===== src/rtl/bpsk_phase_generator_if.sv =====
// bpsk_phase_generator_if: valid/ready bit stream into the BPSK phase generator
interface bpsk_phase_generator_if;
  logic bit_data;
  logic bit_valid;
  logic bit_ready;
  modport master (output bit_data, output bit_valid, input bit_ready);
  modport slave (input bit_data, input bit_valid, output bit_ready);
endinterface


===== src/rtl/bpsk_phase_generator.sv =====
// bpsk_phase_generator: BPSK-offset carrier phase index for a sine wave-table
module bpsk_phase_generator #(
  parameter int DATA_WIDTH = 12,
  parameter int SINE_RESOLUTION = 6,
  parameter int CLKS_PER_SAMPLE = 4,
  parameter int CYCLES_PER_BIT = 2
) (
  input  logic clk,
  input  logic reset,
  bpsk_phase_generator_if.slave s,
  output logic [DATA_WIDTH-1:0] phase,
  output logic sample_strobe,
  output logic symbol_start,
  output logic busy
);
  localparam int PERIOD = 2 * SINE_RESOLUTION;
  localparam int DW = CLKS_PER_SAMPLE > 1 ? $clog2(CLKS_PER_SAMPLE) : 1;
  localparam int CW = $clog2(PERIOD);
  localparam int YW = CYCLES_PER_BIT > 1 ? $clog2(CYCLES_PER_BIT) : 1;
  localparam logic [DW-1:0] DIV_MAX = DW'(CLKS_PER_SAMPLE - 1);
  localparam logic [CW-1:0] CAR_MAX = CW'(PERIOD - 1);
  localparam logic [YW-1:0] CYC_MAX = YW'(CYCLES_PER_BIT - 1);
  localparam logic [DATA_WIDTH:0] HALF = (DATA_WIDTH + 1)'(SINE_RESOLUTION);
  localparam logic [DATA_WIDTH:0] FULL = (DATA_WIDTH + 1)'(PERIOD);
  typedef enum logic {IDLE, RUN} state_t;
  state_t state, state_n;
  logic hold_full, hold_bit, cur_bit, cur_n;
  logic [DW-1:0] div_cnt, div_n;
  logic [CW-1:0] car_idx, car_n;
  logic [YW-1:0] cyc_cnt, cyc_n;
  logic div_wrap, car_wrap, cyc_wrap, at_end, consume, accept;
  logic [DATA_WIDTH:0] sum;
  logic [DATA_WIDTH-1:0] phase_n;
  // next-state: counter stepping, bit hand-off at symbol boundaries, phase folding
  always_comb begin
    div_wrap = div_cnt == DIV_MAX;
    car_wrap = car_idx == CAR_MAX;
    cyc_wrap = cyc_cnt == CYC_MAX;
    at_end = state == RUN && div_wrap && car_wrap && cyc_wrap;
    consume = hold_full && (state == IDLE || at_end);
    s.bit_ready = !hold_full || consume;
    accept = s.bit_valid && s.bit_ready;
    state_n = consume ? RUN : at_end ? IDLE : state;
    cur_n = consume ? hold_bit : cur_bit;
    div_n = (consume || at_end || state != RUN || div_wrap) ? '0 : div_cnt + 1'b1;
    car_n = (consume || at_end) ? '0 : (state == RUN && div_wrap) ? (car_wrap ? '0 : car_idx + 1'b1) : car_idx;
    cyc_n = (consume || at_end) ? '0 : (state == RUN && div_wrap && car_wrap) ? (cyc_wrap ? '0 : cyc_cnt + 1'b1) : cyc_cnt;
    sum = (DATA_WIDTH + 1)'(car_n) + (cur_n ? HALF : '0);
    phase_n = state_n == RUN ? DATA_WIDTH'(sum >= FULL ? sum - FULL : sum) : '0;
  end
  // state, holding register, counters and registered outputs
  always_ff @(posedge clk) begin
    if (reset) begin
      state <= IDLE;
      hold_full <= 1'b0;
      hold_bit <= 1'b0;
      cur_bit <= 1'b0;
      div_cnt <= '0;
      car_idx <= '0;
      cyc_cnt <= '0;
      phase <= '0;
      sample_strobe <= 1'b0;
      symbol_start <= 1'b0;
      busy <= 1'b0;
    end else begin
      state <= state_n;
      hold_full <= accept || (hold_full && !consume);
      hold_bit <= accept ? s.bit_data : hold_bit;
      cur_bit <= cur_n;
      div_cnt <= div_n;
      car_idx <= car_n;
      cyc_cnt <= cyc_n;
      phase <= phase_n;
      sample_strobe <= state_n == RUN && div_n == '0;
      symbol_start <= consume;
      busy <= state_n == RUN;
    end
  end
endmodule


===== src/flat_wrapper.sv =====
// flat-port wrapper written by rule: the top's interface ports become plain ports
module bpsk_phase_generator_flat 
#(
  parameter int DATA_WIDTH = 12,
  parameter int SINE_RESOLUTION = 6,
  parameter int CLKS_PER_SAMPLE = 4,
  parameter int CYCLES_PER_BIT = 2
)
  (clk, reset, phase, sample_strobe, symbol_start, busy, s_bit_data, s_bit_valid, s_bit_ready);
  bpsk_phase_generator_if s_i ();
  input  logic clk;
  input  logic reset;
  output logic [DATA_WIDTH-1:0] phase;
  output logic sample_strobe;
  output logic symbol_start;
  output logic busy;
  input wire logic [$bits(s_i.bit_data)-1:0] s_bit_data;
  input wire logic [$bits(s_i.bit_valid)-1:0] s_bit_valid;
  output wire logic [$bits(s_i.bit_ready)-1:0] s_bit_ready;
  assign s_i.bit_data = s_bit_data;
  assign s_i.bit_valid = s_bit_valid;
  assign s_bit_ready = s_i.bit_ready;
  bpsk_phase_generator #(.DATA_WIDTH(DATA_WIDTH), .SINE_RESOLUTION(SINE_RESOLUTION), .CLKS_PER_SAMPLE(CLKS_PER_SAMPLE), .CYCLES_PER_BIT(CYCLES_PER_BIT)) u_core (.clk(clk), .reset(reset), .s(s_i), .phase(phase), .sample_strobe(sample_strobe), .symbol_start(symbol_start), .busy(busy));
endmodule

===== config.mk =====
export PLATFORM = sky130hd
export DESIGN_NAME = bpsk_phase_generator_flat
export DESIGN_NICKNAME = d
export VERILOG_FILES = /design/src/rtl/bpsk_phase_generator_if.sv /design/src/rtl/bpsk_phase_generator.sv /design/src/flat_wrapper.sv
export SDC_FILE = /design/constraint.sdc
export NUM_CORES = 1
export LEC_CHECK = 0
export ABC_AREA = 0
export CAP_MARGIN = 20
export CORE_ASPECT_RATIO = 1.2
export CORE_MARGIN = 2
export CORE_UTILIZATION = 25
export DETAILED_ROUTE_END_ITERATION = 8
export PLACE_DENSITY_LB_ADDON = 0.05
export SLEW_MARGIN = 25
export SYNTH_ARGS = -nofsm -noshare
export SYNTH_HDL_FRONTEND = slang
export SYNTH_SLANG_ARGS = --single-unit

===== constraint.sdc =====
create_clock -name clk -period 6.8 [get_ports clk]
set_clock_uncertainty 0.1 [all_clocks]
set_input_delay 0.68 -clock clk [delete_from_list [all_inputs] [get_ports clk]]
set_output_delay 0.68 -clock clk [all_outputs]
set_load 0.005 [all_outputs]

==> results of run 1 <==
cell families after synthesis:
group	share of synthesized area, %
multiplexers	1.080
buffers and inverters	7.323
AO/OA/AOI/OAI	16.45
flip-flops	38.41
AND/OR/NAND/NOR	27.61
adder cells (fa/ha/maj)	9.124
metrics by stage:
step / worst slack (ns) / hold slack, ns / total power, uW / util, %
4_1_cts: 2.419 / 0.3630 / 260.4 / 33.07
2_1_floorplan: 3.139 / 0.3288 / 133.2 / -
6_report: 2.460 / 0.3592 / 254.7 / 33.07
5_1_grt: 2.068 / 0.3835 / 268.3 / 33.07
3_5_place_dp: 2.454 / 0.3518 / 140.6 / 31.28
3_3_place_gp: 2.525 / 0.3470 / 140.7 / 31.28
final timing paths:
check                               startpoint                      endpoint  slack, ns
hold / removal    u_core.div_cnt[0]$_SDFF_PP0_  u_core.div_cnt[0]$_SDFF_PP0_       0.36
hold reg to reg   u_core.div_cnt[0]$_SDFF_PP0_  u_core.div_cnt[0]$_SDFF_PP0_       0.36
setup reg to reg  u_core.car_idx[0]$_SDFF_PP0_    u_core.phase[3]$_SDFF_PP0_       2.46
setup / recovery  u_core.car_idx[0]$_SDFF_PP0_    u_core.phase[3]$_SDFF_PP0_       2.46
synth_stat cells (3+ instances only):
| cell type | n |
|---|---|
| sky130_fd_sc_hd__and2_1 | 3 |
| sky130_fd_sc_hd__nor2_1 | 7 |
| sky130_fd_sc_hd__a21oi_1 | 9 |
| sky130_fd_sc_hd__nand2_1 | 9 |
| sky130_fd_sc_hd__a211oi_1 | 5 |
| sky130_fd_sc_hd__dfxtp_1 | 20 |
| sky130_fd_sc_hd__nand2b_1 | 3 |
| sky130_fd_sc_hd__inv_1 | 5 |
| sky130_fd_sc_hd__nor2b_1 | 4 |
| sky130_fd_sc_hd__ha_1 | 6 |
| sky130_fd_sc_hd__buf_4 | 5 |
| sky130_fd_sc_hd__nand3_1 | 4 |
critical path, stage by stage, from the launching register on:
cell and delay, ns:
sky130_fd_sc_hd__dfxtp_1 0.49, sky130_fd_sc_hd__ha_1 0.30, sky130_fd_sc_hd__nand4b_1 0.22, sky130_fd_sc_hd__o21ai_1 0.50, sky130_fd_sc_hd__mux2_2 0.44, sky130_fd_sc_hd__ha_1 0.22, sky130_fd_sc_hd__fa_1 0.41, sky130_fd_sc_hd__a211oi_1 0.31
sky130_fd_sc_hd__or3_4 0.19, sky130_fd_sc_hd__ha_1 0.14, sky130_fd_sc_hd__inv_1 0.05, sky130_fd_sc_hd__a311oi_1 0.30, sky130_fd_sc_hd__and2_1 0.24, sky130_fd_sc_hd__nor3_1 0.07, sky130_fd_sc_hd__o221a_1 0.25
state kept, by name, summed over array words and instances (netlist names):
register	count
u_core.sample_strobe	1
u_core.cyc_cnt	1
u_core.hold_bit	1
u_core.busy	1
u_core.div_cnt	2
u_core.cur_bit	1
u_core.symbol_start	1
u_core.car_idx	4
u_core.hold_full	1
u_core.phase	7
routing by layer:
layer	routed length (um)	track usage, %	vias to the layer above
met3	61	1.794	2
met4	17	4.444	0
li1	-	-	435
met1	1040	12.96	404
met5	0	0	-
met2	1113	18.32	13
cell type report:
| class | count | share of cell area [%] |
|---|---|---|
| timing repair buffer | 19 | 14.48 |
| clock buffer | 3 | 3.143 |
| sequential | 20 | 30.48 |
| inverter | 5 | 1.429 |
| multi-input combinational | 80 | 43.05 |
| clock inverter | 1 | 2.286 |
| tap | 54 | 5.143 |
power by group:
part / leakage (uW) / switching, uW / internal, uW
registers: 0.000162 / 2.87 / 120
logic: 0.000307 / 7.36 / 7.96
clock network: 0.0000357 / 38.6 / 78.4
total: 0.000505 / 48.8 / 206
==> out/qor.txt, run 1 <==
LAYOUT
------------------------------------------------------------------------------------------------------
# fillers ...............................................................................          427
Antenna diode count .....................................................................            0
Commonest non-fill, non-tap cells in the layout ......................................... 20 x sky130_fd_sc_hd__dfxtp_1, 19 x sky130_fd_sc_hd__clkdlybuf4s50_1, 9 x sky130_fd_sc_hd__nand2_1, 9 x sky130_fd_sc_hd__a21oi_1, 7 x sky130_fd_sc_hd__nor2_1
Final Instance Count excl. Fillers ......................................................          182
Number of nets in the finished design ...................................................          140
Fraction of layout instances using a drive strength above 1 .............................       8.594%
Area added between synthesis and finish .................................................       26.05%
Footprint of the multi-input gates ......................................................   565.5 um^2
Final std cell area, no fill ............................................................    1314 um^2
Most common cell after layout, fill and taps aside ...................................... sky130_fd_sc_hd__dfxtp_1
Seq. cell area ..........................................................................   400.4 um^2

CLOCKING
------------------------------------------------------------------------------------------------------
Clock transition at the register clock pins on the worst setup and hold paths after CTS .      0.07 ns
Max clock buf depth .....................................................................            2
Setup Buffers After CTS .................................................................            0
Master cell of the clock root buffer .................................................... sky130_fd_sc_hd__clkbuf_8
Source-to-sink clock delay at the later pin of the worst-skew pair ......................      0.25 ns
Number of sinks handled by clock tree synthesis .........................................           20
H-tree depth ............................................................................            1
Post-CTS Resized ........................................................................            0
Clock tree from TritonCTS ...............................................................        built
Clock buffers created by TritonCTS ......................................................            3
Hold_buf cts ............................................................................            0

TIMING
------------------------------------------------------------------------------------------------------
Max-slew violation count ................................................................            0
Slew of the pin with the lowest slew margin .............................................    0.5153 ns
Tmin final ..............................................................................     4.340 ns
Unrepaired setup endpoints after global routing .........................................        false
Fmax ....................................................................................    230.4 MHz
Relative slew margins ...................................................................       65.42%
Final TNS setup .........................................................................         0 ns
Share of the clock period used by the worst path ........................................       63.82%
Final Setup Violations ..................................................................            0
Hold violation total from the final report ..............................................            0

SYNTHESIS
------------------------------------------------------------------------------------------------------
Number of instances in the synthesized netlist ..........................................          113
Sequential area share after synthesis ...................................................       38.42%
Cell types with the largest area share after synthesis .................................. sky130_fd_sc_hd__dfxtp_1 38%, sky130_fd_sc_hd__ha_1 7.2%, sky130_fd_sc_hd__a21oi_1 4.3%
Number of synthesized flops with an enable pin ..........................................            0
Post-synthesis async set-or-reset flop share ............................................           0%
Yosys top cell area share ...............................................................       38.42%
Library cell with the largest summed area after synthesis ............................... sky130_fd_sc_hd__dfxtp_1
Average size of a mapped cell ...........................................................   9.223 um^2
Number of nets produced by synthesis ....................................................          124
Dominant synthesized flop cell .......................................................... sky130_fd_sc_hd__dfxtp_1
Yosys warnings ..........................................................................            0
Post-synthesis instance area ............................................................    1042 um^2
Count of different cell masters after synthesis .........................................           40
Register bit total from synthesis .......................................................           20

FLOORPLANNING
------------------------------------------------------------------------------------------------------
I/O pin count ...........................................................................           20
Number of standard-cell rows in the floorplan ...........................................           25
Initial Utilization .....................................................................       26.24%
Die ar. .................................................................................    4704 um^2
Horizontal die dimension ................................................................     62.94 um
Die Y ...................................................................................     74.73 um
Placeable core region ...................................................................    3973 um^2

DRT
------------------------------------------------------------------------------------------------------
Drt drc .................................................................................            0
Routed vias .............................................................................          854
First-iteration detailed-routing DRC count ..............................................           32
Final wirelength ........................................................................      2232 um
Routed vias/inst ........................................................................        4.692
Final routed wire length divided by cell count ..........................................     12.26 um
Count of nets left with antenna violations after detail routing .........................            0
Detailed-router iteration count before antenna repair ...................................            4

HOLD PATH
------------------------------------------------------------------------------------------------------
Worst Hold Class ........................................................................ flip-flop to flip-flop
Cell depth of the worst hold path .......................................................            1

PLACED DESIGN
------------------------------------------------------------------------------------------------------
Count of buffers inserted at the top-level ports ........................................           19
Placed wire-length estimate .............................................................      1749 um
Dpl cell area ...........................................................................    1242 um^2
Last weighted congestion value of the routability-driven placer .........................       0.8821
Placed Cells ............................................................................          178

FLOW RUN
------------------------------------------------------------------------------------------------------
Max-Cap Viols ...........................................................................            0

GLOBAL ROUTE
------------------------------------------------------------------------------------------------------
Wire length of the first global-routing pass ............................................      3870 um
Number of antenna violations at the first check in global routing .......................            0
Maximum number of pins on one net before global-route repair ............................           14
Vias in the first global route ..........................................................          846
Global routing usage summed across all routing layers ...................................       10.50%
Residual overflow from global routing ...................................................            0

WORST SETUP PATH
------------------------------------------------------------------------------------------------------
Number of cell instances on the worst register-to-register path .........................           14
Required time of the critical path ......................................................      6.85 ns
Type of the worst setup path ............................................................ flip-flop to flip-flop
Type of destination of the critical path ................................................    flip-flop
Top fanout value on the critical path ...................................................            7
Kind of launch point of the worst setup path ............................................    flip-flop
Critical Path AT ........................................................................      4.39 ns

PWR
------------------------------------------------------------------------------------------------------
Leakage dissipation ..................................................................... 0.0005054 uW
Worst ir drop on vdd ....................................................................     68.79 uV
Total power divided by cell area ........................................................ 193.9 nW/um^2

OUTCOME
------------------------------------------------------------------------------------------------------
Status ..................................................................................    completed

Note: power is estimated with default switching activity, not from simulation.
==> inputs of run 2 (changes only) <==
==> constraint.sdc (replaced) <==
create_clock -name clk -period 4.05 [get_ports clk]
set_clock_uncertainty 0.1 [all_clocks]
set_input_delay 0.405 -clock clk [delete_from_list [all_inputs] [get_ports clk]]
set_output_delay 0.405 -clock clk [all_outputs]
set_load 0.005 [all_outputs]
==> run 2 against run 1 <==
Effect of this change: setup slack got worse by 2.1 ns; first-iteration DRC count down 31%; cell count grew 2.2%; die area unchanged; critical path type unchanged.
==> out/qor.txt, run 2 (synthesis results as in run 1) <==
FLOW RUN
------------------------------------------------------------------------------------------------------
Max-Cap Viols ...........................................................................            0   unchanged

WORST SETUP PATH
------------------------------------------------------------------------------------------------------
Top fanout value on the critical path ...................................................            6   -1
Type of the worst setup path ............................................................ flip-flop to flip-flop
Critical path destination ............................................................... u_core.phase[3]$_SDFF_PP0_
Minimum setup slack among reg-to-reg paths ..............................................      0.33 ns   -2.13 ns
Critical Path AT ........................................................................      3.78 ns   -0.61 ns
Required time of the critical path ......................................................      4.11 ns   -2.74 ns
Delay of the slowest cell on the worst path .............................................      0.42 ns   -0.08 ns
Number of cell instances on the worst register-to-register path .........................           14   unchanged
Crit path buffers/inverters .............................................................            1   unchanged
Critical path depth .....................................................................           14   unchanged
Cell-by-cell listing of the critical path ............................................... ha_2 > nand4b_1 > o21ai_2 > mux2_2 > ha_1 > fa_1 > a211oi_2 > or3_4 > ha_1 > inv_1 > a311oi_1 > and2_1 > nor3_1 > o221a_1
Cell with the most instances on the worst path .......................................... sky130_fd_sc_hd__ha_1
Worst path slowest cell ................................................................. sky130_fd_sc_hd__fa_1
Type of destination of the critical path ................................................    flip-flop
Kind of launch point of the worst setup path ............................................    flip-flop
Worst reg2reg endpoint .................................................................. u_core.phase[3]$_SDFF_PP0_
Crit Reg-Reg Startpoint ................................................................. u_core.car_idx[1]$_SDFF_PP0_
Startpoint of the worst setup timing path ............................................... u_core.car_idx[1]$_SDFF_PP0_
Cell family with most CP delay ..........................................................  adder cells

TIMING
------------------------------------------------------------------------------------------------------
Unrepaired setup endpoints after global routing .........................................        false
Final Setup Violations ..................................................................            0   unchanged
Fmax ....................................................................................    268.8 MHz   +17%
Max-slew violation count ................................................................            0   unchanged
Tmin final ..............................................................................     3.720 ns   -0.6202 ns
Share of the clock period used by the worst path ........................................       91.85%   +28 points
Slew of the pin with the lowest slew margin .............................................    0.4512 ns   -0.06407 ns
Worst setup slack after layout ..........................................................    0.3302 ns   -2.130 ns
Relative slew margins ...................................................................       69.74%   +4.3 points
Final TNS setup .........................................................................         0 ns   unchanged
Hold violation total from the final report ..............................................            0   unchanged

DRT
------------------------------------------------------------------------------------------------------
Drt drc .................................................................................            0   unchanged
Routed vias .............................................................................          868   +1.6%
Routed vias/inst ........................................................................        4.667   -0.55%
Count of nets left with antenna violations after detail routing .........................            0   unchanged
First-iteration detailed-routing DRC count ..............................................           22   -31%
Final wirelength ........................................................................      2283 um   +2.3%
Detailed-router iteration count before antenna repair ...................................            4   unchanged
Final routed wire length divided by cell count ..........................................     12.27 um   about the same

CLOCKING
------------------------------------------------------------------------------------------------------
Clock transition at the register clock pins on the worst setup and hold paths after CTS .      0.08 ns   about the same
Clock buffers created by TritonCTS ......................................................            3   unchanged
Master cell of the clock root buffer .................................................... sky130_fd_sc_hd__clkbuf_8
Setup Buffers After CTS .................................................................            0   unchanged
Max clock buf depth .....................................................................            2   unchanged
Hold_buf cts ............................................................................            0   unchanged
Number of sinks handled by clock tree synthesis .........................................           20   unchanged
Post-CTS Resized ........................................................................            0   unchanged
Clock tree from TritonCTS ...............................................................        built
Source-to-sink clock delay at the later pin of the worst-skew pair ......................      0.26 ns   about the same
H-tree depth ............................................................................            1   unchanged

LAYOUT
------------------------------------------------------------------------------------------------------
Fraction of layout instances using a drive strength above 1 .............................       13.64%   +5.0 points
Most common cell after layout, fill and taps aside ...................................... sky130_fd_sc_hd__dfxtp_1
Area added between synthesis and finish .................................................       30.01%
Antenna diode count .....................................................................            0   unchanged
Footprint of the multi-input gates ......................................................   576.8 um^2   +2.0%
Final std cell area, no fill ............................................................    1355 um^2   +3.1%
Flip-flop count of the largest register after layout ....................................            7   unchanged
Reg with most FFs ....................................................................... u_core.phase
Seq. cell area ..........................................................................   400.4 um^2   unchanged
Leading registers by flop count ......................................................... u_core.phase (7), u_core.car_idx (4), u_core.div_cnt (2)
Commonest non-fill, non-tap cells in the layout ......................................... 20 x sky130_fd_sc_hd__dfxtp_1, 19 x sky130_fd_sc_hd__clkdlybuf4s50_1, 9 x sky130_fd_sc_hd__nand2_1, 9 x sky130_fd_sc_hd__a21oi_1, 7 x sky130_fd_sc_hd__nor2_1
Number of nets in the finished design ...................................................          144   +2.9%
# fillers ...............................................................................          434   +1.6%

FLOORPLANNING
------------------------------------------------------------------------------------------------------
Initial Utilization .....................................................................       26.24%   unchanged
Number of standard-cell rows in the floorplan ...........................................           25   unchanged
Die Y ...................................................................................     74.73 um   unchanged
Horizontal die dimension ................................................................     62.94 um   unchanged
Placeable core region ...................................................................    3973 um^2   unchanged
I/O pin count ...........................................................................           20   unchanged
Die ar. .................................................................................    4704 um^2   unchanged

PWR
------------------------------------------------------------------------------------------------------
Leakage dissipation ..................................................................... 0.0005271 uW   +4.3%
Part of the power in the clock network ..................................................        46.6%   +0.7 points
Internal Dissipation ....................................................................     347.7 uW   +69%
Part of the power in combinational logic ................................................         7.0%   +1.0 points
Switching fraction of total power .......................................................       20.67%   +1.5 points
Part of the total power dissipated in sequential elements ...............................        46.3%   -1.7 points
Total power divided by cell area ........................................................ 323.4 nW/um^2   +67%
Worst ir drop on vdd ....................................................................     126.0 uV   +83%
Sw Pwr ..................................................................................     90.60 uW   +86%

PLACED DESIGN
------------------------------------------------------------------------------------------------------
Placed wire-length estimate .............................................................      1785 um   +2.1%
Last weighted congestion value of the routability-driven placer .........................       0.8144   -7.7%
Count of buffers inserted at the top-level ports ........................................           19   unchanged
Dpl cell area ...........................................................................    1272 um^2   +2.4%
Post-placement setup slack ..............................................................    0.2102 ns   -2.243 ns

GLOBAL ROUTE
------------------------------------------------------------------------------------------------------
Global routing usage summed across all routing layers ...................................       10.26%   -0.24 points
Maximum number of pins on one net before global-route repair ............................           13   -1
Wire length of the first global-routing pass ............................................      3760 um   -2.8%
Number of antenna violations at the first check in global routing .......................            0   unchanged
Vias in the first global route ..........................................................          811   -4.1%
Residual overflow from global routing ...................................................            0   unchanged

OUTCOME
------------------------------------------------------------------------------------------------------
Status ..................................................................................    completed

HOLD PATH
------------------------------------------------------------------------------------------------------
Worst Hold Class ........................................................................ flip-flop to flip-flop

-- run 2: cell count changes in the layout (fill, tap and decap cells not counted) --
cell | before | now
sky130_fd_sc_hd__o21ai_1 | 1 | 0
sky130_fd_sc_hd__a211oi_2 | 0 | 1
sky130_fd_sc_hd__ha_1 | 6 | 5
sky130_fd_sc_hd__ha_2 | 0 | 1
sky130_fd_sc_hd__o21ai_2 | 0 | 1
sky130_fd_sc_hd__buf_4 | 0 | 4
sky130_fd_sc_hd__a211oi_1 | 5 | 4
-- run 2: power groups by stage --
stage,combinational [uW],sequential (uW),clock [uW]
after floorplan,15.7,208,0
after global placement,30.8,207,0
after detailed placement,30.7,208,0
after CTS,30.8,203,209
after global routing,34.0,204,219
final,30.8,203,204
-- run 2: worst min-delay path by stage --
| stage | startpoint | end | slack, ns | depth (start not counted) |
|---|---|---|---|---|
| finish | u_core.div_cnt[0]$_SDFF_PP0_ | u_core.div_cnt[0]$_SDFF_PP0_ | 0.36 | 1 |
| global route | u_core.div_cnt[0]$_SDFF_PP0_ | u_core.div_cnt[0]$_SDFF_PP0_ | 0.38 | 1 |
| CTS | u_core.div_cnt[0]$_SDFF_PP0_ | u_core.div_cnt[0]$_SDFF_PP0_ | 0.37 | 1 |
| detailed placement | u_core.div_cnt[0]$_SDFF_PP0_ | u_core.div_cnt[0]$_SDFF_PP0_ | 0.36 | 1 |
| global placement | u_core.div_cnt[0]$_SDFF_PP0_ | u_core.div_cnt[0]$_SDFF_PP0_ | 0.34 | 1 |
| floorplan | u_core.div_cnt[0]$_SDFF_PP0_ | u_core.div_cnt[0]$_SDFF_PP0_ | 0.33 | 1 |
-- run 2: per-layer routing --
| layer | up-vias | track usage [%] | share of wire, % |
|---|---|---|---|
| met5 | - | 0 | 0 |
| met4 | 0 | 4.444 | 0.70 |
| met3 | 2 | 1.794 | 2.9 |
| met2 | 13 | 17.38 | 49 |
| met1 | 411 | 13.02 | 47 |
| li1 | 442 | - | - |
-- run 2: through the flow --
step | hold slack [ns] | cells | utilization, % | power (uW)
finish | 0.3628 | 186 | 34.11 | 438.3
global route | 0.3826 | 186 | 34.11 | 456.9
CTS | 0.3677 | 186 | 33.83 | 442.4
detailed placement | 0.3554 | 182 | 32.03 | 238.3
global placement | 0.3430 | 182 | 32.03 | 238.3
floorplan | 0.3288 | 113 | - | 223.6
-- run 2: layout make-up --
type	instances	share of cell area, %
Timing Repair Buffer	23	16.25
Multi-Input combinational cell	80	42.57
Clock inverter	1	2.216
Clock buffer	3	3.047
Sequential cell	20	29.55
Tap cell	54	4.986
Inverter	5	1.385
==> inputs of run 3 (changes only) <==
--- a/config.mk
+++ b/config.mk
@@ -8,7 +8,7 @@
 export ABC_AREA = 0
 export CAP_MARGIN = 20
 export CORE_ASPECT_RATIO = 1.2
-export CORE_MARGIN = 2
+export CORE_MARGIN = 4
 export CORE_UTILIZATION = 25
 export DETAILED_ROUTE_END_ITERATION = 8
 export PLACE_DENSITY_LB_ADDON = 0.05
==> run 3 against run 2 <==
Effect of this change: clock power decreased by 25%; utilization decreased by 0.13 points; clock-buffer cell count increased by 1; largest cell class unchanged.
==> out/qor.txt, run 3 (synthesis results as in run 1) <==
TIMING
------------------------------------------------------------------------------------------------------
Fmax ....................................................................................    266.1 MHz   -1.0%
Max-slew violation count ................................................................            0   unchanged
Slew of the pin with the lowest slew margin .............................................    0.4787 ns   +0.02746 ns
Tmin final ..............................................................................     3.758 ns   +0.03857 ns
Unrepaired setup endpoints after global routing .........................................        false
Hold violation total from the final report ..............................................            0   unchanged
Final Setup Violations ..................................................................            0   unchanged
Relative slew margins ...................................................................       67.89%   -1.8 points
Share of the clock period used by the worst path ........................................       92.80%   +0.95 points
Final TNS setup .........................................................................         0 ns   unchanged

FLOORPLANNING
------------------------------------------------------------------------------------------------------
Initial Utilization .....................................................................       26.24%   unchanged
Die Y ...................................................................................     78.73 um   +5.4%
Die ar. .................................................................................    5270 um^2   +12%
Placeable core region ...................................................................    3973 um^2   unchanged
Number of standard-cell rows in the floorplan ...........................................           25   unchanged
Horizontal die dimension ................................................................     66.94 um   +6.4%
I/O pin count ...........................................................................           20   unchanged

LAYOUT
------------------------------------------------------------------------------------------------------
Fraction of layout instances using a drive strength above 1 .............................       14.29%   +0.65 points
Flip-flop count of the largest register after layout ....................................            7   unchanged
Most common cell after layout, fill and taps aside ...................................... sky130_fd_sc_hd__dfxtp_1
Commonest non-fill, non-tap cells in the layout ......................................... 20 x sky130_fd_sc_hd__dfxtp_1, 19 x sky130_fd_sc_hd__clkdlybuf4s50_1, 9 x sky130_fd_sc_hd__nand2_1, 9 x sky130_fd_sc_hd__a21oi_1, 7 x sky130_fd_sc_hd__nor2_1
Reg with most FFs ....................................................................... u_core.phase
Antenna diode count .....................................................................            0   unchanged
Area added between synthesis and finish .................................................       29.53%
Number of nets in the finished design ...................................................          145   +0.69%
Leading registers by flop count ......................................................... u_core.phase (7), u_core.car_idx (4), u_core.div_cnt (2)
Final Instance Count excl. Fillers ......................................................          187   +0.54%

GLOBAL ROUTE
------------------------------------------------------------------------------------------------------
Vias in the first global route ..........................................................          871   +7.4%
Global routing usage summed across all routing layers ...................................       9.736%   -0.53 points
Maximum number of pins on one net before global-route repair ............................           13   unchanged
Residual overflow from global routing ...................................................            0   unchanged
Wire length of the first global-routing pass ............................................      3981 um   +5.9%
Number of antenna violations at the first check in global routing .......................            0   unchanged

WORST SETUP PATH
------------------------------------------------------------------------------------------------------
Critical Path AT ........................................................................      3.81 ns   +0.03 ns
Kind of launch point of the worst setup path ............................................    flip-flop
Type of the worst setup path ............................................................ flip-flop to flip-flop
Top fanout value on the critical path ...................................................            6   unchanged
Type of destination of the critical path ................................................    flip-flop
Required time of the critical path ......................................................      4.10 ns   about the same

DRT
------------------------------------------------------------------------------------------------------
Detailed-router iteration count before antenna repair ...................................            3   -1
First-iteration detailed-routing DRC count ..............................................           31   +41%
Routed vias/inst ........................................................................        4.695   +0.61%
Final wirelength ........................................................................      2303 um   +0.88%
Drt drc .................................................................................            0   unchanged
Count of nets left with antenna violations after detail routing .........................            0   unchanged
Routed vias .............................................................................          878   +1.2%
Final routed wire length divided by cell count ..........................................     12.32 um   +0.34%

PLACED DESIGN
------------------------------------------------------------------------------------------------------
Placed wire-length estimate .............................................................      1819 um   +1.9%
Placed Cells ............................................................................          182   unchanged
Count of buffers inserted at the top-level ports ........................................           19   unchanged
Last weighted congestion value of the routability-driven placer .........................       0.7288   -11%

FLOW RUN
------------------------------------------------------------------------------------------------------
Max-Cap Viols ...........................................................................            0   unchanged

PWR
------------------------------------------------------------------------------------------------------
Leakage dissipation ..................................................................... 0.0005291 uW   +0.37%
Worst ir drop on vdd ....................................................................     102.3 uV   -19%
Total power divided by cell area ........................................................ 285.8 nW/um^2   -12%

CLOCKING
------------------------------------------------------------------------------------------------------
Source-to-sink clock delay at the later pin of the worst-skew pair ......................      0.25 ns   about the same
Max clock buf depth .....................................................................            2   unchanged
Clock buffers created by TritonCTS ......................................................            3   unchanged
Master cell of the clock root buffer .................................................... sky130_fd_sc_hd__clkbuf_8
Clock tree from TritonCTS ...............................................................        built
Clock transition at the register clock pins on the worst setup and hold paths after CTS .      0.08 ns   about the same
Number of sinks handled by clock tree synthesis .........................................           20   unchanged
H-tree depth ............................................................................            1   unchanged

OUTCOME
------------------------------------------------------------------------------------------------------
Status ..................................................................................    completed

HOLD PATH
------------------------------------------------------------------------------------------------------
Worst Hold Class ........................................................................ flip-flop to flip-flop

[run 3: critical path: stages (launching register included)]
cell	delay (ns)
sky130_fd_sc_hd__dfxtp_1	0.36
sky130_fd_sc_hd__ha_1	0.27
sky130_fd_sc_hd__nand4b_1	0.23
sky130_fd_sc_hd__o21ai_2	0.22
sky130_fd_sc_hd__mux2_2	0.40
sky130_fd_sc_hd__ha_1	0.22
sky130_fd_sc_hd__fa_1	0.42
sky130_fd_sc_hd__a211oi_2	0.26
sky130_fd_sc_hd__or3_4	0.17
sky130_fd_sc_hd__ha_1	0.14
sky130_fd_sc_hd__inv_1	0.06
sky130_fd_sc_hd__a311oi_2	0.27
sky130_fd_sc_hd__and2_1	0.23
sky130_fd_sc_hd__nor3_1	0.06
sky130_fd_sc_hd__o221a_1	0.23
[run 3: routing by layer]
| layer | wire, um | GRT usage (%) | vias to the layer above |
|---|---|---|---|
| li1 | - | - | 445 |
| met1 | 1029 | 12.40 | 416 |
| met2 | 1182 | 16.17 | 15 |
| met3 | 75 | 1.697 | 2 |
| met4 | 15 | 3.651 | 0 |
| met5 | 0 | 0 | - |
[run 3: final cells by class]
type                            instances  area, um^2
Fill cell                             424        2623
Sequential cell                        20       400.4
Clock buffer                            4       55.05
Inverter                                5       18.77
Tap cell                               54       67.56
Multi-Input combinational cell         80       580.6
Timing Repair Buffer                   24       227.7
[run 3: repair_timing]
| action | CTS | global route |
|---|---|---|
| hold buffers | 0 | 0 |
| hold endpoints to repair | 0 | 0 |
| resized for setup | 0 | 3 |
| setup endpoints to repair | 0 | 5 |
| setup buffers | 0 | 1 |
[run 3: power breakdown]
group | total [uW] | internal, uW | switching [uW]
Clock | 152 | 86.4 | 65.9
Combinational | 30.6 | 15.2 | 15.4
Sequential | 203 | 201 | 2.31
[run 3: through the flow]
step / power [uW] / setup slack [ns] / instance area [um^2] / hold WS [ns] / util, %
floorplan: 223.6 / 0.3887 / 1042 / 0.3288 / -
global placement: 238.6 / 0.2581 / 1272 / 0.3542 / 32.03
detailed placement: 238.3 / 0.1327 / 1272 / 0.3471 / 32.03
CTS: 394.0 / 0.1156 / 1328 / 0.3585 / 33.42
global route: 406.0 / 0.02481 / 1350 / 0.3827 / 33.98
finish: 385.9 / 0.2916 / 1350 / 0.3548 / 33.98
[run 3: path summary, 6_finish.rpt]
kind | start | endpoint | slack, ns | depth (start not counted)
setup reg to reg | u_core.car_idx[1]$_SDFF_PP0_ | u_core.phase[3]$_SDFF_PP0_ | 0.29 | 14
hold / removal | u_core.div_cnt[0]$_SDFF_PP0_ | u_core.div_cnt[0]$_SDFF_PP0_ | 0.35 | 1
setup / recovery | u_core.car_idx[1]$_SDFF_PP0_ | u_core.phase[3]$_SDFF_PP0_ | 0.29 | 14
hold reg to reg | u_core.div_cnt[0]$_SDFF_PP0_ | u_core.div_cnt[0]$_SDFF_PP0_ | 0.35 | 1
